===== config.mk =====
export PLATFORM = sky130hd
export DESIGN_NAME = wide_add_seq
export DESIGN_NICKNAME = d
export VERILOG_FILES = /design/src/rtl/wadd_pkg.sv /design/src/rtl/cla64.sv /design/src/rtl/wide_add_seq.sv
export SDC_FILE = /design/constraint.sdc
export NUM_CORES = 1
export LEC_CHECK = 0
export BUFFER_PORTS_ARGS = -buffer_cell sky130_fd_sc_hd__buf_2
export CAP_MARGIN = 20
export CORE_MARGIN = 2
export CORE_UTILIZATION = 49
export CTS_CLUSTER_SIZE = 14
export DETAILED_ROUTE_END_ITERATION = 12
export GPL_ROUTABILITY_DRIVEN = 1
export PLACE_DENSITY = 0.79
export SYNTH_ARGS = -nofsm -noshare
export SYNTH_HDL_FRONTEND = slang
export SYNTH_SLANG_ARGS = --single-unit

===== constraint.sdc =====
create_clock -name clk -period 5.1 [get_ports clk]
set_input_delay 1.02 -clock clk [delete_from_list [all_inputs] [get_ports clk]]
set_output_delay 1.02 -clock clk [all_outputs]
set_load 0.1 [all_outputs]

===== src/rtl/wadd_pkg.sv =====
// rtl/wadd_pkg.sv - shared constants and FSM type for the sequential wide adder
package wadd_pkg;

  localparam int WORD_W        = 64;
  localparam int MAX_WORDS_DEF = 4;

  localparam logic OP_ADD = 1'b0;
  localparam logic OP_SUB = 1'b1;

  typedef enum logic {
    ST_IDLE = 1'b0,
    ST_RUN  = 1'b1
  } state_t;

endpackage


===== src/rtl/cla64.sv =====
// rtl/cla64.sv - 64-bit carry-lookahead adder, 4-bit lookahead groups chained by group generate/propagate
module cla64 (
  input  logic [63:0] i_a,
  input  logic [63:0] i_b,
  input  logic        i_cin,
  output logic [63:0] o_sum,
  output logic        o_cout
);

  logic [63:0] w_g;
  logic [63:0] w_p;
  logic [64:0] w_c;
  logic        w_gg;
  logic        w_gp;

  assign w_g = i_a & i_b;
  assign w_p = i_a ^ i_b;

  always_comb begin
    w_c    = '0;
    w_gg   = 1'b0;
    w_gp   = 1'b0;
    w_c[0] = i_cin;
    for (int k = 0; k < 16; k++) begin
      w_c[4*k+1] = w_g[4*k] | (w_p[4*k] & w_c[4*k]);
      w_c[4*k+2] = w_g[4*k+1] | (w_p[4*k+1] & w_g[4*k])
                 | (w_p[4*k+1] & w_p[4*k] & w_c[4*k]);
      w_c[4*k+3] = w_g[4*k+2] | (w_p[4*k+2] & w_g[4*k+1])
                 | (w_p[4*k+2] & w_p[4*k+1] & w_g[4*k])
                 | (w_p[4*k+2] & w_p[4*k+1] & w_p[4*k] & w_c[4*k]);
      w_gg = w_g[4*k+3] | (w_p[4*k+3] & w_g[4*k+2])
           | (w_p[4*k+3] & w_p[4*k+2] & w_g[4*k+1])
           | (w_p[4*k+3] & w_p[4*k+2] & w_p[4*k+1] & w_g[4*k]);
      w_gp = &w_p[4*k +: 4];
      w_c[4*k+4] = w_gg | (w_gp & w_c[4*k]);
    end
  end

  assign o_sum  = w_p ^ w_c[63:0];
  assign o_cout = w_c[64];

endmodule


===== src/rtl/wide_add_seq.sv =====
// rtl/wide_add_seq.sv - word-serial multi-word add/subtract, LS word first, one-cycle latency
module wide_add_seq
  import wadd_pkg::*;
#(
  parameter int MAX_WORDS = MAX_WORDS_DEF
) (
  input  logic              clk,
  input  logic              rst_n,
  input  logic              in_valid,
  output logic              in_ready,
  input  logic [WORD_W-1:0] in_a,
  input  logic [WORD_W-1:0] in_b,
  input  logic              in_op,
  input  logic              in_last,
  output logic              out_valid,
  input  logic              out_ready,
  output logic [WORD_W-1:0] out_sum,
  output logic              out_last,
  output logic              out_carry,
  output logic              out_ovf,
  output logic              out_zero,
  output logic              out_len_err
);

  localparam int CNT_W = (MAX_WORDS > 1) ? $clog2(MAX_WORDS) : 1;

  state_t            r_state;
  state_t            w_state_nxt;
  logic [CNT_W-1:0]  r_cnt;
  logic              r_carry;
  logic              r_op;
  logic              r_zero_acc;

  logic              w_accept;
  logic              w_first;
  logic              w_op;
  logic              w_cin;
  logic              w_end;
  logic [WORD_W-1:0] w_b;
  logic [WORD_W-1:0] w_sum;
  logic              w_cout;
  logic              w_c63;
  logic              w_zero_all;

  assign in_ready = !out_valid | out_ready;
  assign w_accept = in_valid & in_ready;

  always_comb begin
    w_state_nxt = r_state;
    w_first     = (r_state == ST_IDLE);
    w_op        = w_first ? in_op : r_op;
    w_cin       = w_first ? in_op : r_carry;
    w_end       = in_last | (r_cnt == CNT_W'(MAX_WORDS - 1));
    if (w_accept) begin
      w_state_nxt = w_end ? ST_IDLE : ST_RUN;
    end
  end

  always_ff @(posedge clk or negedge rst_n) begin
    if (!rst_n) begin
      r_state <= ST_IDLE;
    end else begin
      r_state <= w_state_nxt;
    end
  end

  assign w_b = (w_op == OP_SUB) ? ~in_b : in_b;

  cla64 u_cla64 (
    .i_a    (in_a),
    .i_b    (w_b),
    .i_cin  (w_cin),
    .o_sum  (w_sum),
    .o_cout (w_cout)
  );

  // Carry into the top bit is recovered from the top-bit sum and operands.
  assign w_c63      = w_sum[WORD_W-1] ^ in_a[WORD_W-1] ^ w_b[WORD_W-1];
  assign w_zero_all = (w_first ? 1'b1 : r_zero_acc) & (w_sum == '0);

  always_ff @(posedge clk or negedge rst_n) begin
    if (!rst_n) begin
      r_cnt      <= '0;
      r_carry    <= 1'b0;
      r_op       <= OP_ADD;
      r_zero_acc <= 1'b1;
    end else if (w_accept) begin
      r_op <= w_op;
      if (w_end) begin
        r_cnt      <= '0;
        r_carry    <= 1'b0;
        r_zero_acc <= 1'b1;
      end else begin
        r_cnt      <= r_cnt + CNT_W'(1);
        r_carry    <= w_cout;
        r_zero_acc <= w_zero_all;
      end
    end
  end

  always_ff @(posedge clk or negedge rst_n) begin
    if (!rst_n) begin
      out_valid   <= 1'b0;
      out_sum     <= '0;
      out_last    <= 1'b0;
      out_carry   <= 1'b0;
      out_ovf     <= 1'b0;
      out_zero    <= 1'b0;
      out_len_err <= 1'b0;
    end else if (in_ready) begin
      out_valid <= in_valid;
      if (in_valid) begin
        out_sum     <= w_sum;
        out_last    <= w_end;
        out_carry   <= w_cout;
        out_ovf     <= w_c63 ^ w_cout;
        out_zero    <= w_zero_all;
        out_len_err <= w_end & ~in_last;
      end
    end
  end

endmodule


==> flow_summary.yaml <==
logic_synthesis:
  ys_async_sr_fraction: 1.00
  synth_edf_count: 0
  netlist_area_um2: 7120
  syn-num-nets: 1024
  synth_warnings: 0
  synth-main-ff-cell: "dfrtp_1"
  seq_area_frac_synth: 0.267
  ys_ff_latch: 76
  synth_cells: 809
  synthDistinctLibCells: 79
  synth.avg_cell_area_um2: 8.80
critical_path:
  r2r_slack_ns: -0.09
  critPathCapture: "out_zero$_DFFE_PN0P_"
  start_kind: "primary input"
  required_ns: 5.37
  ff2ff_path_depth: 23
  worstReg2RegStart: "r_state$_DFFE_PN0P_"
  setup.worst_path.end_class: "register"
  cp_max_fo: 14
  cp_data_arrival_time_ns: 5.75
  critPathKind: "in -> reg"
  startpoint: "in_op"
  r2r-end: "out_zero$_DFFE_PN0P_"
sta:
  hold_viol: 0
  final-setup-viol-count: 2
  rsz0062_at_grt: "true"
  hold_ws_ns: 0.462
  slew_headroom: 0.537
  fin_worst_skew_ns: 0.00666
  fmax_ghz: 0.182
  finalMaxSlewViolations: 0
  period_needed_ns: 5.48
  setup_ws_ns: -0.381
  worst_slew_pin_slew_ns: 0.688
  fin_crit_sh: 1.07
cts:
  clock_sink_count: 76
  cts_inserted_buffers: 9
  cts_tree: "built"
  cts_buffer_depth: 2
  clock_latency_ns: 0.35
  clkTransAtPathRegs_ns: 0.06
  cts_max_level: 3
  cts_root_buf: "clkbuf_16"
min_path:
  hold_path_class: "reg -> reg"
  whs_path_depth: 2
cells_and_area:
  layout_commonest_cell: "buf_2"
  final_cell_mix: "buf_2 (203), buf_4 (182), nand2_1 (101), xnor2_1 (85), dfrtp_1 (75)"
  area_growth_pct: 44.9
  drive_gt1_frac: 0.410
  nFillCells: 1044
  layout.nets: 1399
  fin_util: 0.718
placement:
  gp_congestion: 0.952
  pre_cts_ws_ns: -0.912
  numPortBuffers: 204
  dp_hpwl_um: 17700
floorplan:
  die-area_um2: 15500
  die_w_um: 125
  die_y_um: 125
  fp-row-count: 44
  core_um2: 14400
  pin_count: 205
  initial_utilization: 0.496
pwr:
  seq_power_share: 0.158
  p_comb_frac: 0.732
  switching_power_mw: 3.57
  total_power_mw: 6.23
  power_frac_clock: 0.110
  switching_share: 0.573
  static-leakage-power_nw: 5.13
  ir_worst_vdd_mv: 0.412
  p_per_area_nw_per_um2: 604
  p_int_mw: 2.66
global_routing:
  grt_pass1_wl_um: 36700
  first_global_vias: 7586
  grt_usage: 0.295
  grt_max_degree: 115
  overflow: 0
  antenna_found_initial: 1
routing:
  ant_nets: 0
  avgRoutedWirePerCell_um: 16.8
  wl_um: 23000
  viasPerCell: 5.51
  drc_errors: 0
  drt_pre_antenna_iters: 5
  dr_total_vias: 7573
  drt_iter0_markers: 484
run_status:
  violations: "setup timing"
  status: "complete, but fails checks"
flow_run:
  drv_cap: 0
==> kinds of logic after synthesis <==
| kind of cell | share of synthesized area |
|---|---|
| and+or+nand+nor | 0.170 |
| DFF | 0.267 |
| muxes | 0.0237 |
| adders and majority gates | 0.159 |
| AOI/OAI and AO/OA | 0.203 |
| buffers and inverters | 0.0437 |
| xor gates and xnor gates | 0.133 |
==> critical path, stage by stage <==
cell and delay (ns):
buf_2 0.12, mux2i_4 0.17, buf_4 0.17, bufbuf_16 0.31
xnor2_1 0.08, ha_1 0.32, and3_4 0.20, and3_4 0.22
nand2_4 0.08, a311oi_4 0.35, buf_4 0.19, o31ai_4 0.06
nand2_1 0.13, a21oi_1 0.12, fa_1 0.42, xor2_1 0.34
nand4_1 0.20, nor4_2 0.16, nand3_1 0.11, nor4_2 0.25
nand4_1 0.19, a2111oi_4 0.23, nand4bb_1 0.17, o21ai_1 0.15
==> sequential cells by signal (all words and copies together) (netlist names) <==
signal	flops
out_last	1
out_ovf	1
r_op	1
r_zero_acc	1
r_state	1
out_carry	1
out_valid	1
out_zero	1
out_sum	64
r_carry	1
out_len_err	1
r_cnt	2
==> what timing repair did <==
item | CTS | global route
gates cloned | 2 | 0
pin swaps | 7 | 14
buffers inserted | 10 | 4
gates resized for setup | 21 | 19
hold buffers | 0 | 0
endpoints found under the setup margin | 2 | 2
==> final cells by class <==
class,instances,area [um2],share of cell area
well taps,184,230,0.0223
clock inverters,6,71.3,0.00691
diodes,1,2.50,0.000242
inverters,43,161,0.0156
repair buffers,393,2570,0.249
flip-flops and latches,76,1900,0.184
multi-input cells,661,5150,0.499
clock buffers,10,239,0.0232
==> Yosys cell counts, types with 10 or more instances <==
cell	number	area (um2)
nor2_1	35	131
a31oi_1	11	68.8
o21ai_0	65	325
a21oi_1	36	180
clkbuf_1	23	86.3
fa_1	16	320
dfrtp_1	75	1880
inv_1	43	161
a21o_1	14	105
nand2_1	104	390
nor4_1	11	68.8
ha_1	65	813
o21a_1	10	75.1
mux2_2	11	124
nor3_1	11	55.1
xor2_1	21	184
nand4_1	13	81.3
nand3_1	20	100
xnor2_1	87	762
==> routing by layer <==
| layer | routed length [um] | part of all wire | global-route usage |
|---|---|---|---|
| met1 | 9280 | 0.40 | 0.361 |
| met2 | 11200 | 0.49 | 0.498 |
| met3 | 1320 | 0.058 | 0.0451 |
| met4 | 1240 | 0.054 | 0.167 |
| met5 | 0 | 0 | 0 |
==> power by group through the flow <==
| stage | Clock (mW) | Sequential [mW] | Combinational (mW) |
|---|---|---|---|
| after global placement | 0 | 0.989 | 4.32 |
| final | 0.683 | 0.985 | 4.57 |
| after global routing | 0.725 | 1.01 | 4.81 |
| after detailed placement | 0 | 0.994 | 4.39 |
| after floorplan | 0 | 2.69 | 1.41 |
| after CTS | 0.692 | 0.984 | 4.48 |
==> how the worst min path moves through the flow <==
stage,start,endpoint,slack (ns)
after floorplan,r_cnt[1]$_DFFE_PN0P_,r_cnt[1]$_DFFE_PN0P_,0.44
after global placement,out_len_err$_DFFE_PN0P_,out_len_err$_DFFE_PN0P_,0.44
after detailed placement,out_len_err$_DFFE_PN0P_,out_len_err$_DFFE_PN0P_,0.45
after CTS,out_len_err$_DFFE_PN0P_,out_len_err$_DFFE_PN0P_,0.47
after global routing,out_len_err$_DFFE_PN0P_,out_len_err$_DFFE_PN0P_,0.49
final,out_len_err$_DFFE_PN0P_,out_len_err$_DFFE_PN0P_,0.46
==> per-stage QoR <==
step                      cell area, um2  setup TNS [ns]  instances
after global routing               10300           -1.22       1374
after global placement              9620           -1.35       1340
after floorplan                     7210          -0.806        809
after CTS                          10200          -0.615       1368
final                              10300          -0.756       1374
after detailed placement            9620           -1.81       1340
Power figures use the tool's default switching activity.
